### src/rtl/npu_sched_pkg.sv
// Shared types and descriptor layout for the NPU job scheduler.
// A descriptor packs {ID, BIAS, CON_SIG, SSFR} into one FIFO word.
package npu_sched_pkg;

  typedef enum logic [1:0] {
    S_IDLE   = 2'd0,
    S_LAUNCH = 2'd1,
    S_WAIT   = 2'd2,
    S_REPORT = 2'd3
  } sched_state_t;

  localparam int DESC_W   = 44;
  localparam int SSFR_OFF = 0;
  localparam int CON_OFF  = 16;
  localparam int BIAS_OFF = 32;
  localparam int ID_OFF   = 40;

  function automatic logic [DESC_W-1:0] pack_desc(
    input logic [15:0] ssfr,
    input logic [15:0] con,
    input logic [7:0]  bias,
    input logic [3:0]  id
  );
    logic [DESC_W-1:0] d;
    d = {DESC_W{1'b0}};
    d[SSFR_OFF +: 16] = ssfr;
    d[CON_OFF  +: 16] = con;
    d[BIAS_OFF +: 8]  = bias;
    d[ID_OFF   +: 4]  = id;
    return d;
  endfunction

endpackage

### src/rtl/npu_job_fifo.sv
// Synchronous descriptor FIFO with flush; full/empty/level are registered
// and the next occupancy is exported so the owner can register its own flags.
module npu_job_fifo
  import npu_sched_pkg::*;
#(
  parameter int DEPTH = 4,
  parameter int W     = DESC_W
) (
  input  logic                     i_clk,
  input  logic                     i_rst,
  input  logic                     i_flush,
  input  logic                     i_push,
  input  logic                     i_pop,
  input  logic [W-1:0]             i_wdata,
  output logic [W-1:0]             o_rdata,
  output logic                     o_full,
  output logic                     o_empty,
  output logic [$clog2(DEPTH):0]   o_level,
  output logic [$clog2(DEPTH):0]   o_level_nxt
);

  localparam int AW = $clog2(DEPTH);
  localparam int LW = AW + 1;

  logic [W-1:0]  r_mem [DEPTH];
  logic [AW-1:0] r_wr_ptr;
  logic [AW-1:0] r_rd_ptr;
  logic [LW-1:0] r_level;
  logic          r_full;
  logic          r_empty;
  logic          w_do_push;
  logic          w_do_pop;
  logic [LW-1:0] w_level_nxt;

  assign w_do_push = i_push && !r_full && !i_flush;
  assign w_do_pop  = i_pop && !r_empty && !i_flush;

  always_comb begin
    w_level_nxt = r_level;
    if (i_flush) begin
      w_level_nxt = {LW{1'b0}};
    end else if (w_do_push && !w_do_pop) begin
      w_level_nxt = r_level + LW'(1);
    end else if (w_do_pop && !w_do_push) begin
      w_level_nxt = r_level - LW'(1);
    end else begin
      w_level_nxt = r_level;
    end
  end

  always_ff @(posedge i_clk) begin
    if (i_rst) begin
      r_wr_ptr <= {AW{1'b0}};
      r_rd_ptr <= {AW{1'b0}};
      r_level  <= {LW{1'b0}};
      r_full   <= 1'b0;
      r_empty  <= 1'b1;
    end else begin
      if (i_flush) begin
        r_wr_ptr <= {AW{1'b0}};
        r_rd_ptr <= {AW{1'b0}};
      end else begin
        if (w_do_push) r_wr_ptr <= r_wr_ptr + AW'(1);
        if (w_do_pop)  r_rd_ptr <= r_rd_ptr + AW'(1);
      end
      r_level <= w_level_nxt;
      r_full  <= (w_level_nxt == LW'(DEPTH));
      r_empty <= (w_level_nxt == LW'(0));
    end
  end

  // Storage carries no reset; only entries between the pointers are ever read.
  always_ff @(posedge i_clk) begin
    if (w_do_push) r_mem[r_wr_ptr] <= i_wdata;
  end

  assign o_rdata     = r_mem[r_rd_ptr];
  assign o_full      = r_full;
  assign o_empty     = r_empty;
  assign o_level     = r_level;
  assign o_level_nxt = w_level_nxt;

endmodule

### src/rtl/npu_job_scheduler.sv
// Queues host job descriptors and runs them one at a time on the NPU core,
// holding configuration stable per run and reporting completion or timeout.
module npu_job_scheduler
  import npu_sched_pkg::*;
#(
  parameter int QDEPTH  = 4,
  parameter int TIMEOUT = 1024,
  parameter int TO_W    = 11
) (
  input  logic                    CLKEXT,
  input  logic                    RST_GLO,
  input  logic                    JOB_VALID,
  output logic                    JOB_READY,
  input  logic [15:0]             JOB_SSFR,
  input  logic [15:0]             JOB_CON,
  input  logic [7:0]              JOB_BIAS,
  input  logic [3:0]              JOB_ID,
  input  logic                    ABORT,
  output logic                    NPU_START,
  output logic [15:0]             NPU_SSFR,
  output logic [15:0]             NPU_CON_SIG,
  output logic [7:0]              NPU_BIAS,
  input  logic                    NPU_BUSY,
  input  logic                    NPU_DONE,
  output logic                    CMP_VALID,
  output logic [3:0]              CMP_ID,
  output logic                    CMP_ERR,
  input  logic                    CMP_READY,
  output logic [$clog2(QDEPTH):0] Q_LEVEL,
  output logic                    IDLE,
  output logic [15:0]             JOBS_DONE,
  output logic [7:0]              ERR_CNT
);

  localparam int LW = $clog2(QDEPTH) + 1;

  sched_state_t      r_state;
  sched_state_t      w_state_raw;
  sched_state_t      w_state_nxt;
  logic              w_pop_raw;
  logic              w_pop;
  logic              w_fire_raw;
  logic              w_cmp_fire;
  logic              w_to_err;
  logic              w_push;
  logic              w_full;
  logic              w_empty;
  logic [LW-1:0]     w_level;
  logic [LW-1:0]     w_level_nxt;
  logic [DESC_W-1:0] w_head;
  logic [DESC_W-1:0] w_wdata;

  logic              r_npu_start;
  logic [15:0]       r_ssfr;
  logic [15:0]       r_con;
  logic [7:0]        r_bias;
  logic [3:0]        r_cur_id;
  logic [TO_W-1:0]   r_to_cnt;
  logic              r_cmp_valid;
  logic [3:0]        r_cmp_id;
  logic              r_cmp_err;
  logic [15:0]       r_jobs_done;
  logic [7:0]        r_err_cnt;
  logic              r_idle;
  logic              r_job_ready;

  // A push coinciding with ABORT is dropped along with the flushed queue.
  assign w_push  = JOB_VALID && !w_full && !ABORT;
  assign w_wdata = pack_desc(JOB_SSFR, JOB_CON, JOB_BIAS, JOB_ID);

  npu_job_fifo #(
    .DEPTH (QDEPTH),
    .W     (DESC_W)
  ) u_fifo (
    .i_clk       (CLKEXT),
    .i_rst       (RST_GLO),
    .i_flush     (ABORT),
    .i_push      (w_push),
    .i_pop       (w_pop),
    .i_wdata     (w_wdata),
    .o_rdata     (w_head),
    .o_full      (w_full),
    .o_empty     (w_empty),
    .o_level     (w_level),
    .o_level_nxt (w_level_nxt)
  );

  // Next-state and per-cycle strobes; ABORT overrides below.
  always_comb begin
    w_state_raw = r_state;
    w_pop_raw   = 1'b0;
    w_fire_raw  = 1'b0;
    w_to_err    = 1'b0;
    case (r_state)
      S_IDLE: begin
        if (!w_empty && !NPU_BUSY) begin
          w_pop_raw   = 1'b1;
          w_state_raw = S_LAUNCH;
        end else begin
          w_state_raw = S_IDLE;
        end
      end
      S_LAUNCH: begin
        w_state_raw = S_WAIT;
      end
      S_WAIT: begin
        // DONE wins over a simultaneous expiry.
        if (NPU_DONE) begin
          w_state_raw = S_REPORT;
          w_to_err    = 1'b0;
        end else if (r_to_cnt == TO_W'(TIMEOUT - 1)) begin
          w_state_raw = S_REPORT;
          w_to_err    = 1'b1;
        end else begin
          w_state_raw = S_WAIT;
        end
      end
      S_REPORT: begin
        if (CMP_READY) begin
          w_fire_raw  = 1'b1;
          w_state_raw = S_IDLE;
        end else begin
          w_state_raw = S_REPORT;
        end
      end
      default: begin
        w_state_raw = S_IDLE;
      end
    endcase
  end

  assign w_state_nxt = ABORT ? S_IDLE : w_state_raw;
  assign w_pop       = w_pop_raw && !ABORT;
  assign w_cmp_fire  = w_fire_raw && !ABORT;

  // FSM state register.
  always_ff @(posedge CLKEXT) begin
    if (RST_GLO) begin
      r_state <= S_IDLE;
    end else begin
      r_state <= w_state_nxt;
    end
  end

  // Output, config, timeout and statistics registers, all decoded from next state.
  always_ff @(posedge CLKEXT) begin
    if (RST_GLO) begin
      r_npu_start <= 1'b0;
      r_ssfr      <= 16'h0000;
      r_con       <= 16'h0000;
      r_bias      <= 8'h00;
      r_cur_id    <= 4'h0;
      r_to_cnt    <= {TO_W{1'b0}};
      r_cmp_valid <= 1'b0;
      r_cmp_id    <= 4'h0;
      r_cmp_err   <= 1'b0;
      r_jobs_done <= 16'h0000;
      r_err_cnt   <= 8'h00;
      r_idle      <= 1'b1;
      r_job_ready <= 1'b1;
    end else begin
      r_npu_start <= (w_state_nxt == S_LAUNCH);
      if (w_pop) begin
        r_ssfr   <= w_head[SSFR_OFF +: 16];
        r_con    <= w_head[CON_OFF +: 16];
        r_bias   <= w_head[BIAS_OFF +: 8];
        r_cur_id <= w_head[ID_OFF +: 4];
      end
      case (r_state)
        S_LAUNCH: r_to_cnt <= {TO_W{1'b0}};
        S_WAIT:   r_to_cnt <= r_to_cnt + TO_W'(1);
        default:  r_to_cnt <= r_to_cnt;
      endcase
      r_cmp_valid <= (w_state_nxt == S_REPORT);
      if ((r_state == S_WAIT) && (w_state_nxt == S_REPORT)) begin
        r_cmp_id  <= r_cur_id;
        r_cmp_err <= w_to_err;
      end
      if (w_cmp_fire) begin
        r_jobs_done <= r_jobs_done + 16'd1;
        if (r_cmp_err && (r_err_cnt != 8'hFF)) begin
          r_err_cnt <= r_err_cnt + 8'd1;
        end
      end
      r_idle      <= (w_state_nxt == S_IDLE) && (w_level_nxt == LW'(0));
      r_job_ready <= (w_level_nxt != LW'(QDEPTH));
    end
  end

  assign JOB_READY   = r_job_ready;
  assign NPU_START   = r_npu_start;
  assign NPU_SSFR    = r_ssfr;
  assign NPU_CON_SIG = r_con;
  assign NPU_BIAS    = r_bias;
  assign CMP_VALID   = r_cmp_valid;
  assign CMP_ID      = r_cmp_id;
  assign CMP_ERR     = r_cmp_err;
  assign Q_LEVEL     = w_level;
  assign IDLE        = r_idle;
  assign JOBS_DONE   = r_jobs_done;
  assign ERR_CNT     = r_err_cnt;

endmodule

### config.mk
export PLATFORM = sky130hd
export DESIGN_NAME = npu_job_scheduler
export DESIGN_NICKNAME = d
export VERILOG_FILES = /design/src/rtl/npu_sched_pkg.sv /design/src/rtl/npu_job_fifo.sv /design/src/rtl/npu_job_scheduler.sv
export SDC_FILE = /design/constraint.sdc
export NUM_CORES = 1
export LEC_CHECK = 0
export ABC_CLOCK_PERIOD_IN_PS = 2800
export BUFFER_PORTS_ARGS = -buffer_cell sky130_fd_sc_hd__buf_2
export CORE_ASPECT_RATIO = 0.6
export CORE_UTILIZATION = 45
export CTS_CLUSTER_SIZE = 20
export DETAILED_ROUTE_END_ITERATION = 7
export PLACE_DENSITY = 0.65
export SLEW_MARGIN = 10
export SYNTH_ARGS = -nofsm -noshare
export SYNTH_HDL_FRONTEND = slang
export SYNTH_SLANG_ARGS = --single-unit
### constraint.sdc
create_clock -name CLKEXT -period 2.8 [get_ports CLKEXT]
set_clock_uncertainty 0.15 [all_clocks]
set_input_delay 0.28 -clock CLKEXT [delete_from_list [all_inputs] [get_ports CLKEXT]]
set_output_delay 0.28 -clock CLKEXT [all_outputs]
set_load 0.1 [all_outputs]
==> qor.log <==
[status] run status complete, no violations
[clock_network] post-cts resize count 0
[critical_path] Buf+Inv Stages, Crit Path 1
[die] die extent in y 120 um
[synthesis] Mapped Cells 706
[final_layout] fraction of layout instances using a drive strength above 1 27.0%
[timing] transition time of the tightest slew-check pin 0.684 ns
[critical_path] crit path cell chain inv_1 -> ha_1 -> nor4bb_1 -> a2111oi_0 -> a21oi_1 -> a21oi_1 -> nor3_1
[critical_path] capture point of the critical path IDLE$_SDFF_PP1_
[worst_hold_path] class of the worst hold path primary input to flip-flop
[critical_path] Critical Path End Type flip-flop
[die] number of primary I/O pins 127
[grt] gr ovfl total 0
[route] Antenna Violating Nets Remaining 0
[critical_path] Crit Path Category flip-flop to flip-flop
[clock_network] clock sink count 275
[die] area of the die 0.0238 mm^2
[critical_path] Largest stage delay, worst path 0.49 ns
[timing] shortest clock period the worst path allows after layout 2.13 ns
[grt] global-route wire length before repair 33100 um
[place] number of port buffers 126
[clock_network] CTS root buffer clkbuf_16
[critical_path] CP delay by family, top flip-flops
[grt] maximum number of pins on one net before global-route repair 59
[route] number of DRC markers in iteration 0 343
[power_and_ir_drop] power density normalized to cell area 647 mW/mm^2
[clock_network] Worst-Skew Late Latency 0.54 ns
[critical_path] slowest cell on the critical path dfxtp_1
[route] per-cell via count in the routed design 5.06
[timing] number of max-slew violations in the final report 0
[die] overall die width 199 um
[synthesis] distinct cell type count of the synthesized netlist 51
[final_layout] final core utilization 57.2%
[synthesis] net count after synthesis 770
[route] Residual DRC 0
[timing] Final TNS setup 0 ns
[route] highest metal layer with signal wires met4
[route] metal3 WL 1170 um
[clock_network] buffer levels on the longest clock path 3
[place] HPWL after detailed placement 13200 um
[synthesis] area share of the leading cell type in the synthesized netlist 50.7%
[die] core region area 0.0224 mm^2
[die] number of rows created at floorplan 42
[synthesis] Yosys top cell by area edfxtp_1
[route] routed metal-1 wire length 10700 um
[critical_path] cell mode on critical path a21oi_1
[timing] worst-case headroom to the max-slew limit 54.4%
[route] met2 routed wirelength 8920 um
[clock_network] clock slew at the register clock pins of the worst setup and hold paths 0.06 ns
[critical_path] crit path DAT 2.43 ns
[timing] Final Setup Violations 0
[route] Pre-Repair DR Iteration Count 5
[place] final RePlAce weighted congestion 0.767
[critical_path] number of cells on the worst reg-to-reg path 7
[critical_path] minimum setup slack among reg-to-reg paths 0.67 ns
[synthesis] Most used DFF post-synth edfxtp_1
[synthesis] YS warnings 0
[clock_network] CTS H-Tree Depth 1
[route] wire length after detailed routing 21100 um
[synthesis] async set or reset register ratio after synthesis 0%
[timing] ratio of final minimum period to clock period 76.0%
[critical_path] largest fanout on the critical path 8
[final_layout] P&R area growth vs syn 22.7%
[power_and_ir_drop] worst vdd rail ir drop 0.459 mV
[critical_path] Worst R2R End IDLE$_SDFF_PP1_
[synthesis] Yosys reg bits 275
[timing] Hold Fails Final Rpt 0
[grt] initial antenna violation count 1
[die] starting density of the core 46.6%
[power_and_ir_drop] total power draw 8280 uW
[final_layout] Net count, final 952
[critical_path] CP Depth 7
[grt] number of global-route vias before repair 5989
[route] routed length per instance 17.4 um
[timing] unrepaired setup endpoints after global routing no
[clock_network] count of buffers added by post-CTS timing repair for setup 0
[synthesis] top cells by area, synth edfxtp_1 (51%), dfxtp_1 (19%), mux4_2 (9.5%), nand2_1 (3.7%), a21oi_1 (2.6%)
[synthesis] sequential area share after synthesis 69.7%
[synthesis] Avg Cell Area, Syn 14.8 um^2
[clock_network] TritonCTS clock tree built
[final_layout] most common library cell in the layout ignoring fill and taps edfxtp_1
[run] Max-Cap Viols 0
[grt] total global routing track utilization 18.2%
[final_layout] highest-count cells in the layout ignoring fill and taps edfxtp_1 (176), buf_2 (125), nand2_1 (103), dfxtp_1 (97), a21oi_1 (55)
[synthesis] number of enable-type register cells in the synthesized netlist 176
[synthesis] synthesized cell area 0.0104 mm^2
[critical_path] required time of the critical path 3.10 ns
[critical_path] start point of the critical path u_fifo.o_level[0]$_SDFF_PP0_
[timing] maximum operating frequency 470 MHz
[timing] hold slack 0.0646 ns
[route] vias after detailed routing 6161
[clock_network] clock buffer count from CTS 26
[critical_path] kind of start point of the critical path flip-flop
[power_and_ir_drop] leakage power 0.00457 uW
[critical_path] startpoint of the lowest-slack register-to-register path u_fifo.o_level[0]$_SDFF_PP0_
[sequential cells by signal, indices dropped and copies added, names as in the netlist]
| register | cells |
|---|---|
| CMP_ERR | 1 |
| r_state | 2 |
| NPU_SSFR | 16 |
| r_to_cnt | 11 |
| u_fifo.r_rd_ptr | 2 |
| JOB_READY | 1 |
| JOBS_DONE | 16 |
| u_fifo.r_wr_ptr | 2 |
| NPU_START | 1 |
| CMP_ID | 4 |
| IDLE | 1 |
| u_fifo.o_full | 1 |
| NPU_CON_SIG | 16 |
| r_cur_id | 4 |
| u_fifo.o_empty | 1 |
| NPU_BIAS | 8 |
| u_fifo.o_level | 3 |
| ERR_CNT | 8 |
| u_fifo.r_mem | 176 |
| CMP_VALID | 1 |
[worst reg2reg max path, delay by kind of cell, from the launching register on]
family | cells | cell delay [ns]
compound gates | 3 | 0.50
fa+ha+maj | 1 | 0.37
buf+inv | 1 | 0.08
simple gates | 2 | 0.47
flops | 1 | 0.49
[how the worst min path moves through the flow]
stage,cells after the start,to,slack (ns),startpoint
after detailed placement,2,NPU_CON_SIG[11]$_SDFFE_PP0N_,0.29,NPU_CON_SIG[11]$_SDFFE_PP0N_
final,4,r_state[0]$_SDFF_PP0_,0.06,NPU_BUSY
after global placement,2,NPU_SSFR[14]$_SDFFE_PP0N_,0.29,NPU_SSFR[14]$_SDFFE_PP0N_
after CTS,4,r_state[0]$_SDFF_PP0_,0.04,NPU_BUSY
after floorplan,0,u_fifo.r_mem[0][0]$_DFFE_PP_,0.23,JOB_SSFR[0]
after global routing,4,r_state[0]$_SDFF_PP0_,0.05,NPU_BUSY
[logic make-up after synthesis]
family | count (synthesis) | share of synthesized area [%]
xor+xnor | 32 | 2.69
fa+ha+maj | 13 | 1.56
mux | 51 | 10.2
simple gates | 218 | 9.98
compound gates | 71 | 3.91
flops | 275 | 69.7
buf+inv | 46 | 2.04
[Yosys cell counts (all sizes together) (3+ instances only)]
library cell / n
a21oi: 55
inv: 12
nor3b: 3
xor2: 16
edfxtp: 176
o21ai: 5
dfxtp: 99
and3: 4
nor3: 10
nand4: 7
and2: 6
xnor2: 16
nand3: 10
mux4: 44
or3: 7
nor2: 52
mux2i: 7
clkbuf: 15
buf: 19
nand2: 103
ha: 13
[metal layers]
metal | global-route usage [%] | vias to the layer above
met4 | 4.52 | 0
met3 | 4.13 | 28
met5 | 0 | -
li1 | - | 2959
met1 | 28.2 | 3029
met2 | 25.9 | 145
[final cells by class]
type,count,area [um^2]
fillers,1852,9580
flip-flops and latches,275,7270
multi-input cells,385,2970
repair buffers,188,1300
clock buffers,33,698
well taps,308,385
clock inverters,15,131
inverters,12,45.0
diodes,1,2.50
[power breakdown]
group / internal (uW) / leakage, uW / switching (uW)
Combinational: 161 / 0.00175 / 282
Sequential: 4370 / 0.00240 / 24.9
Clock: 1960 / 0.000414 / 1480
Total: 6490 / 0.00457 / 1790
[what timing repair did]
action,4_1_cts,5_1_grt
endpoints found under the setup margin,0,0
hold endpoints to repair,198,0
hold buffers,46,0
[per-stage QoR]
| step | cells | setup WS (ns) | area (um^2) |
|---|---|---|---|
| 2_1_floorplan | 706 | 0.306 | 10400 |
| 3_3_place_gp | 1122 | 0.755 | 11500 |
| 3_5_place_dp | 1122 | 0.721 | 11500 |
| 4_1_cts | 1216 | 0.692 | 12800 |
| 5_1_grt | 1217 | 0.462 | 12800 |
| 6_report | 1217 | 0.671 | 12800 |
No activity file was read; power rests on OpenSTA's default activity.
